File: src/rtl/axi4_stream_gen_ctrl_if.sv
// AXI4-Stream handshake bundle between the packet-generator controller and its
// downstream sink.
interface axi4_stream_gen_ctrl_if;
  logic TVALID;
  logic TREADY;
  logic TLAST;

  modport master (output TVALID, output TLAST, input TREADY);
  modport slave  (input TVALID, input TLAST, output TREADY);
endinterface

File: src/rtl/axi4_stream_gen_ctrl.sv
// Packet-framing controller for an AXI4-Stream traffic generator: sequences
// beats, packets and idle gaps, and enables the data counter once per accepted beat.
module axi4_stream_gen_ctrl #(
  parameter int LEN_W = 16,
  parameter int GAP_W = 8
) (
  input  logic                    ACLK,
  input  logic                    RST,
  input  logic                    START,
  input  logic                    STOP,
  input  logic [LEN_W-1:0]        PKT_LEN,
  input  logic [LEN_W-1:0]        NUM_PKTS,
  input  logic [GAP_W-1:0]        GAP,
  axi4_stream_gen_ctrl_if.master  axis,
  output logic                    GEN_EN,
  output logic                    BUSY,
  output logic                    DONE,
  output logic [LEN_W-1:0]        PKT_CNT
);

  typedef enum logic [1:0] {S_IDLE, S_SEND, S_GAP} state_t;

  localparam logic [LEN_W-1:0] LEN_ONE = LEN_W'(1);
  localparam logic [GAP_W-1:0] GAP_ONE = GAP_W'(1);

  state_t           state_q, state_d;
  logic [LEN_W-1:0] len_q, num_q, beat_q, pkt_q;
  logic [GAP_W-1:0] gap_q, gap_cnt_q;
  logic             stop_pend_q, done_q, done_d;

  logic start_ok, hs, last, final_pkt, end_run;

  assign start_ok  = START && (PKT_LEN != '0);
  assign hs        = axis.TVALID && axis.TREADY;
  assign last      = (state_q == S_SEND) && (beat_q == len_q - LEN_ONE);
  assign final_pkt = (num_q != '0) && (pkt_q + LEN_ONE == num_q);
  // A STOP arriving on the last-beat handshake ends the run at this boundary.
  assign end_run   = final_pkt || stop_pend_q || STOP;

  always_comb begin
    // NOTE: every output of this block gets a default first so no latch is inferred.
    state_d = state_q;
    done_d  = 1'b0;
    case (state_q)
      S_IDLE: if (start_ok) state_d = S_SEND;
      S_SEND: begin
        if (hs && last) begin
          if (end_run) begin
            state_d = S_IDLE;
            done_d  = 1'b1;
          end else if (gap_q != '0) begin
            state_d = S_GAP;
          end
        end
      end
      S_GAP: begin
        if (STOP) begin
          state_d = S_IDLE;
          done_d  = 1'b1;
        end else if (gap_cnt_q == GAP_ONE) begin
          state_d = S_SEND;
        end
      end
      default: state_d = S_IDLE;
    endcase
  end

  always_ff @(posedge ACLK or posedge RST) begin
    if (RST) begin
      state_q     <= S_IDLE;
      done_q      <= 1'b0;
      len_q       <= '0;
      num_q       <= '0;
      gap_q       <= '0;
      beat_q      <= '0;
      pkt_q       <= '0;
      gap_cnt_q   <= '0;
      stop_pend_q <= 1'b0;
    end else begin
      // NOTE: non-blocking assignments keep every register update sampling pre-edge values.
      state_q <= state_d;
      done_q  <= done_d;
      case (state_q)
        S_IDLE: begin
          if (start_ok) begin
            len_q  <= PKT_LEN;
            num_q  <= NUM_PKTS;
            gap_q  <= GAP;
            beat_q <= '0;
            pkt_q  <= '0;
          end
        end
        S_SEND: begin
          if (STOP) stop_pend_q <= 1'b1;
          if (hs) begin
            if (last) begin
              beat_q    <= '0;
              pkt_q     <= pkt_q + LEN_ONE;
              gap_cnt_q <= gap_q;
            end else begin
              beat_q <= beat_q + LEN_ONE;
            end
          end
        end
        S_GAP: if (gap_cnt_q != '0) gap_cnt_q <= gap_cnt_q - GAP_ONE;
        default: ;
      endcase
      // Later assignment wins: a run never re-enters IDLE with a stale stop request.
      if (state_d == S_IDLE) stop_pend_q <= 1'b0;
    end
  end

  assign axis.TVALID = (state_q == S_SEND);
  assign axis.TLAST  = last;
  assign GEN_EN      = hs;
  assign BUSY        = (state_q != S_IDLE);
  assign DONE        = done_q;
  assign PKT_CNT     = pkt_q;

endmodule

File: src/flat_wrapper.sv
// flat-port wrapper written by rule: the top's interface ports become plain ports
module axi4_stream_gen_ctrl_flat 
#(
  parameter int LEN_W = 16,
  parameter int GAP_W = 8
)
  (ACLK, RST, START, STOP, PKT_LEN, NUM_PKTS, GAP, GEN_EN, BUSY, DONE, PKT_CNT, axis_TVALID, axis_TLAST, axis_TREADY);
  axi4_stream_gen_ctrl_if axis_i ();
  input  logic ACLK;
  input  logic RST;
  input  logic START;
  input  logic STOP;
  input  logic [LEN_W-1:0] PKT_LEN;
  input  logic [LEN_W-1:0] NUM_PKTS;
  input  logic [GAP_W-1:0] GAP;
  output logic GEN_EN;
  output logic BUSY;
  output logic DONE;
  output logic [LEN_W-1:0] PKT_CNT;
  output wire logic [$bits(axis_i.TVALID)-1:0] axis_TVALID;
  output wire logic [$bits(axis_i.TLAST)-1:0] axis_TLAST;
  input wire logic [$bits(axis_i.TREADY)-1:0] axis_TREADY;
  assign axis_TVALID = axis_i.TVALID;
  assign axis_TLAST = axis_i.TLAST;
  assign axis_i.TREADY = axis_TREADY;
  axi4_stream_gen_ctrl #(.LEN_W(LEN_W), .GAP_W(GAP_W)) u_core (.ACLK(ACLK), .RST(RST), .START(START), .STOP(STOP), .PKT_LEN(PKT_LEN), .NUM_PKTS(NUM_PKTS), .GAP(GAP), .axis(axis_i), .GEN_EN(GEN_EN), .BUSY(BUSY), .DONE(DONE), .PKT_CNT(PKT_CNT));
endmodule
File: config.mk
export PLATFORM = sky130hd
export DESIGN_NAME = axi4_stream_gen_ctrl_flat
export DESIGN_NICKNAME = d
export VERILOG_FILES = /design/src/rtl/axi4_stream_gen_ctrl_if.sv /design/src/rtl/axi4_stream_gen_ctrl.sv /design/src/flat_wrapper.sv
export SDC_FILE = /design/constraint.sdc
export NUM_CORES = 1
export LEC_CHECK = 0
export CORE_ASPECT_RATIO = 1.25
export CORE_UTILIZATION = 45
export DETAILED_ROUTE_END_ITERATION = 7
export DONT_BUFFER_PORTS = 1
export HOLD_SLACK_MARGIN = 0.12
export PLACE_DENSITY = 0.71
export SLEW_MARGIN = 15
export SYNTH_ARGS = -nofsm -noshare
export SYNTH_HDL_FRONTEND = slang
export SYNTH_SLANG_ARGS = --single-unit
File: constraint.sdc
create_clock -name ACLK -period 7.9 [get_ports ACLK]
set_input_delay 1.58 -clock ACLK [delete_from_list [all_inputs] [get_ports ACLK]]
set_output_delay 1.58 -clock ACLK [all_outputs]
set_load 0.03 [all_outputs]
==> metrics, run 1 <==
min-delay worst type=register to register; delay contributed by the slowest stage of the critical path=0.54 ns; insertion delay of the later-clocked pin in the worst-skew pair=0.34 ns; clock root buffer master=clkbuf_16; Reg2Reg Capture Point=u_core.stop_pend_q; xor and xnor area share after synthesis=9.83%; core area=0.0107 mm2; power spent charging and discharging nets=621 uW; io pins=66; Worst IR Drop VDD=0.130 mV; Hold Startpoint=u_core.gap_cnt_q[7]; largest cells by area after synthesis=dfrtp_1 (42%), mux2_2 (9.7%), xnor2_1 (6.0%); effective utilization at floorplan=46.8%; share of synthesized registers carrying an async set or reset=100%; sequential fraction of design power=40.6%; GRT overflow=0; dpl ws=3.58 ns; DR WL/cell=17.9 um; average cell area after synthesis=9.69 um2; most common cell after layout, fill and taps aside=dfrtp_1; Chip Height=120 um; number of cells on the worst hold path=2; first-pass GRT wire length=19200 um; Internal Pwr Total=1.12 mW; DP Wirelength=8350 um; clock tree from TritonCTS=built; total routing resource utilization after global routing=21.7%; final clock period utilization by the worst path=59.2%; detailed router's first-iteration violation count=183; overall via count from detail_route=3902; core utilization of the finished layout=50.8%; clk buf depth=2; post-cts sizing count=0; largest net degree at the start of global routing=85; logic gate share of total power=32.9%; number of cells on the worst reg-to-reg path=9; Fmax=214 MHz; Fin. Hold Viols=0; RSZ-0062 raised after global routing=false; buffer count from post-CTS setup fixing=0; post-synth top area share=42.1%; Max transition margin=36.0%; post-synthesis compound-gate area fraction=13.1%; proportion of synthesized area in mux cells=10.5%; leakage component of the power=2.16 nW; die extent in x=96.2 um; number of flops mapped to enable cells by yosys=0; post-detailed-routing wire length=11500 um; Hold WS=0.541 ns; switching fraction of total power=35.6%; status=complete, no violations; endpoint required time on the critical path=6.32 ns; area of the die=0.0115 mm2; Post-CTS Hold Buffers=0; Final Net Count=563; leading area contributor after synthesis=dfrtp_1; count of endpoints failing setup in the final report=0; placed cell areas=0.00509 mm2; number of nets produced by synthesis=569; share of final-layout standard cells stronger than drive strength 1=13.6%; count of state elements after synthesis=84; via count of the first global-routing pass=3914; post-synthesis cell type count=62; RePlAce Congestion=0.914; Hold EP=u_core.gap_cnt_q[7]; arrival time of data at the critical path endpoint=3.10 ns; crit path time final=4.68 ns; number of antenna diodes=0; H-Tree Depth=3; commonest cells after routing, fill and taps aside=dfrtp_1 (84), nor2_1 (44), mux2_2 (43); clock slew at the register clock pins of the worst setup and hold paths=0.06 ns; via density per instance=6.05; critical path startpoint category=register; fraction of the yosys area taken by sequential cells=42.1%; final std cell area, no fill=0.00542 mm2; signed area change from the synthesized netlist to the final layout=8.63%; worst-case clock skew=0.0115 ns; number of maximum-capacitance violations=0; final max-slew violation count=0; Sinks on Clock Net=84; R2R Path Start=u_core.PKT_CNT[2]; number of placement rows=42; total power draw=1.74 mW; post-synthesis instance total=515; yosys warns=0; main combinational cell family by area after synthesis=simple AND/OR/NAND/NOR gates; number of routed nets with antenna violations=0; area of the mapped netlist=0.00499 mm2; critical path endpoint category=primary output; drt first pass iters=4; Max stage delay cell, worst path=nor4_4; number of remaining DRC errors=0; sequence of cells on the critical path=nor4_4 > nor4bb_1 > and4_1 > o211ai_1 > nor4_2 > and2_1; number of port buffers=0; flop2flop setup slack=4.10 ns; most frequently used flop master after synthesis=dfrtp_1; number of buffers created by CTS=9; Post-Route Setup TNS=0 ns; Worst Max-Slew Pin Slew=0.957 ns; largest driver fanout on the critical path=9; final non-filler cell total=645; number of antenna violations at the first check in global routing=0; simple-gate share of the synthesized area=19.3%; Adder-Cell Fraction of Synth Area=2.26%; share of power burned in the clock network=26.5%; number of placed cells counting well taps=630; startpoint-to-endpoint class of the critical path=register to primary output; fin worst setup slack=3.22 ns; Power Dens Cells=322 mW/mm2
==> critical path, delay by kind of cell, from the launching register on <==
| kind | cells | cell delay (ns) |
|---|---|---|
| simple gates | 5 | 2.19 |
| flops | 1 | 0.45 |
| compound gates | 1 | 0.11 |
==> cell usage after synthesis, types with 5 or more instances <==
library cell	count
o31ai_1	10
xor2_1	22
nor2_1	44
nor3_1	9
nor2b_1	8
a21oi_1	18
o21ai_0	36
and2_1	5
buf_2	6
dfrtp_1	84
mux2_2	43
nor4_1	17
inv_1	18
ha_1	9
nand4_1	11
nand2_1	34
and3_1	6
xnor2_1	34
nand3_1	19
clkbuf_1	11
==> registers in the layout, summed over array words and instances, names as in the netlist <==
register,cells
u_core.DONE,1
u_core.gap_q,8
u_core.num_q,16
u_core.beat_q,16
u_core.state_q,2
u_core.PKT_CNT,16
u_core.gap_cnt_q,8
u_core.stop_pend_q,1
u_core.len_q,16
==> cell type report <==
type / instances / area (um2)
clock buffer: 12 / 256
sequential: 84 / 2100
timing repair buffer: 1 / 11.3
tap: 132 / 165
fill: 976 / 5250
multi-input combinational: 394 / 2740
inverter: 19 / 72.6
clock inverter: 3 / 68.8
==> layer usage <==
layer	share of wire (%)	vias to the layer above	track usage, %
li1	-	1852	-
met1	41	1928	25.5
met2	52	94	36.9
met3	4.2	28	5.58
met4	2.8	0	9.14
met5	0	-	0
==> logic make-up (layout without fill, tap and decap cells) <==
| family | count (synthesis) | after routing |
|---|---|---|
| and+or+nand+nor | 180 | 180 |
| AOI/OAI and AO/OA | 102 | 102 |
| DFF | 84 | 84 |
| xor gates and xnor gates | 56 | 56 |
| muxes | 47 | 47 |
| buffers and inverters | 37 | 35 |
| adders and majority gates | 9 | 9 |
==> how the worst max path moves through the flow <==
stage,start,endpoint,depth (start not counted)
finish,u_core.len_q[2],axis_TLAST,6
global route,u_core.len_q[2],axis_TLAST,6
CTS,u_core.len_q[2],axis_TLAST,6
detailed placement,u_core.len_q[2],axis_TLAST,6
global placement,u_core.len_q[2],axis_TLAST,6
floorplan,u_core.len_q[2],axis_TLAST,6
==> power by group through the flow <==
stage	sequential, mW	combinational, mW	clock, mW
after CTS	0.704	0.575	0.472
after detailed placement	0.712	0.570	0
final	0.707	0.574	0.463
after global routing	0.726	0.633	0.491
after global placement	0.704	0.557	0
after floorplan	0.661	0.482	0
(Power assumes the default switching activity.)
==> inputs of run 2 (changes only) <==
PLACE_DENSITY = 0.73   (was 0.71)
clock period = 4.2 ns   (was 7.9 ns; I/O delays follow)
==> run 2 against run 1 <==
  * Worst hold slack got worse by 0.019 ns
  * Combinational power rose by 93%
  * Final cell count rose by 1.1%
  * Clock skew fell by 0.0067 ns
  * Critical path type unchanged
==> metrics, run 2 (synthesis gave the netlist of run 1 again) <==
Fin. Hold Viols=0; critical path startpoint category=register; count of endpoints failing setup in the final report=0; most common cell after layout, fill and taps aside=dfrtp_1; detailed router's first-iteration violation count=222; endpoint required time on the critical path=3.36 ns; Power Dens Cells=593 mW/mm2; effective utilization at floorplan=46.8%; flop2flop setup slack=0.49 ns; total routing resource utilization after global routing=22.0%; number of port buffers=0; DP Wirelength=8560 um; critical path endpoint category=primary output; signed area change from the synthesized netlist to the final layout=9.08%; Max transition margin=39.9%; Hold Startpoint=u_core.gap_cnt_q[7]; RSZ-0062 raised after global routing=false; number of antenna violations at the first check in global routing=0; clk buf depth=2; Reg2Reg Capture Point=u_core.stop_pend_q; post-cts sizing count=0; buffer count from post-CTS setup fixing=0; R2R Path Start=u_core.PKT_CNT[3]; largest driver fanout on the critical path=6; filler instances=956; register area=0.00210 mm2; via count of the first global-routing pass=3915; count of buffering cells on the critical path with inverters included=1; startpoint-to-endpoint class of the critical path=register to primary output; Worst Max-Slew Pin Slew=0.900 ns; via density per instance=6.01; drt first pass iters=4; H-Tree Depth=3; die extent in x=96.2 um; clock root buffer master=clkbuf_16; crit path time final=3.87 ns; final max-slew violation count=0; io pins=66; Post-Route Setup TNS=0 ns; share of final-layout standard cells stronger than drive strength 1=14.8%; commonest cells after routing, fill and taps aside=dfrtp_1 (84), nor2_1 (44), mux2_2 (43); final non-filler cell total=652; Max stage delay cell, worst path=nor3_1; Hold EP=u_core.gap_cnt_q[7]; number of routed nets with antenna violations=0; Sinks on Clock Net=84; sequence of cells on the critical path=nor3_1 > nand4_1 > nor4_1 > a211oi_1 > nor4_2 > buf_4 > and2_1; core area=0.0107 mm2; GRT overflow=0; number of maximum-capacitance violations=0; number of placement rows=42; first-pass GRT wire length=19400 um; number of antenna diodes=0; clock slew at the register clock pins of the worst setup and hold paths=0.06 ns; number of cells on the worst hold path=2; area of the die=0.0115 mm2; Final Net Count=571; status=complete, no violations; number of cells on the worst reg-to-reg path=9; final clock period utilization by the worst path=92.2%; Fmax=258 MHz; Post-CTS Hold Buffers=0; overall via count from detail_route=3918; RePlAce Congestion=0.926; clock tree from TritonCTS=built; leakage component of the power=2.19 nW; DR WL/cell=18.1 um; min-delay worst type=register to register; number of placed cells counting well taps=638; delay contributed by the slowest stage of the critical path=0.58 ns; arrival time of data at the critical path endpoint=3.03 ns; worst-case clock skew=0.00480 ns; largest net degree at the start of global routing=54; multi-input combinational cell area=0.00274 mm2; number of buffers created by CTS=9; Worst path top cell family by delay=simple AND/OR/NAND/NOR gates; number of remaining DRC errors=0; Worst IR Drop VDD=0.220 mV; Chip Height=120 um; insertion delay of the later-clocked pin in the worst-skew pair=0.34 ns; post-detailed-routing wire length=11800 um
run 2: worst max-delay path by stage:
stage                      start                 end  slack, ns  cells after the start
2_1_floorplan  u_core.PKT_CNT[7]  u_core.stop_pend_q       0.98                     11
3_5_place_dp   u_core.PKT_CNT[3]  u_core.stop_pend_q       0.55                      9
5_1_grt          u_core.len_q[7]          axis_TLAST       0.19                      7
4_1_cts          u_core.len_q[7]          axis_TLAST       0.35                      7
6_report         u_core.len_q[7]          axis_TLAST       0.33                      7
3_3_place_gp   u_core.PKT_CNT[3]  u_core.stop_pend_q       0.65                      9
run 2: layout make-up:
class | count | share of cell area [%]
sequential | 84 | 38.6
multi-input combinational | 394 | 50.4
timing repair buffer | 9 | 1.24
clock buffer | 12 | 4.71
inverter | 19 | 1.33
tap | 132 | 3.03
clock inverter | 2 | 0.644
run 2: power by group:
part / internal (mW) / leakage, nW / switching, mW / total, mW
registers: 1.04 / 1.06 / 0.294 / 1.33
logic: 0.546 / 0.982 / 0.568 / 1.11
clock network: 0.485 / 0.145 / 0.301 / 0.786
total: 2.07 / 2.19 / 1.16 / 3.23
run 2: per-layer routing:
layer	up-vias	global-route usage, %	part of all wire (%)
li1	1861	-	-
met1	1897	26.7	41
met2	129	35.9	51
met3	31	5.64	5.2
met4	0	10.3	3.2
met5	-	0	0
run 2: worst register-to-register path, cell delays in order, from the launching register on:
cell	delay, ns
dfrtp_1	0.63
nand3_1	0.40
or4_1	0.75
or4b_4	0.53
o211ai_2	0.07
a21oi_1	0.09
o41a_1	0.47
a211o_1	0.31
a31oi_1	0.23
a211oi_1	0.11
run 2: per-stage QoR:
step	power (mW)	util (%)	area [um2]	worst slack, ns	hold WS [ns]
after global routing	3.42	51.0	5440	0.186	0.557
after CTS	3.24	51.0	5440	0.354	0.520
after detailed placement	2.44	48.3	5150	0.550	0.507
after floorplan	2.15	-	4990	0.984	0.472
after global placement	2.40	48.3	5150	0.646	0.507
final	3.23	51.0	5440	0.327	0.522
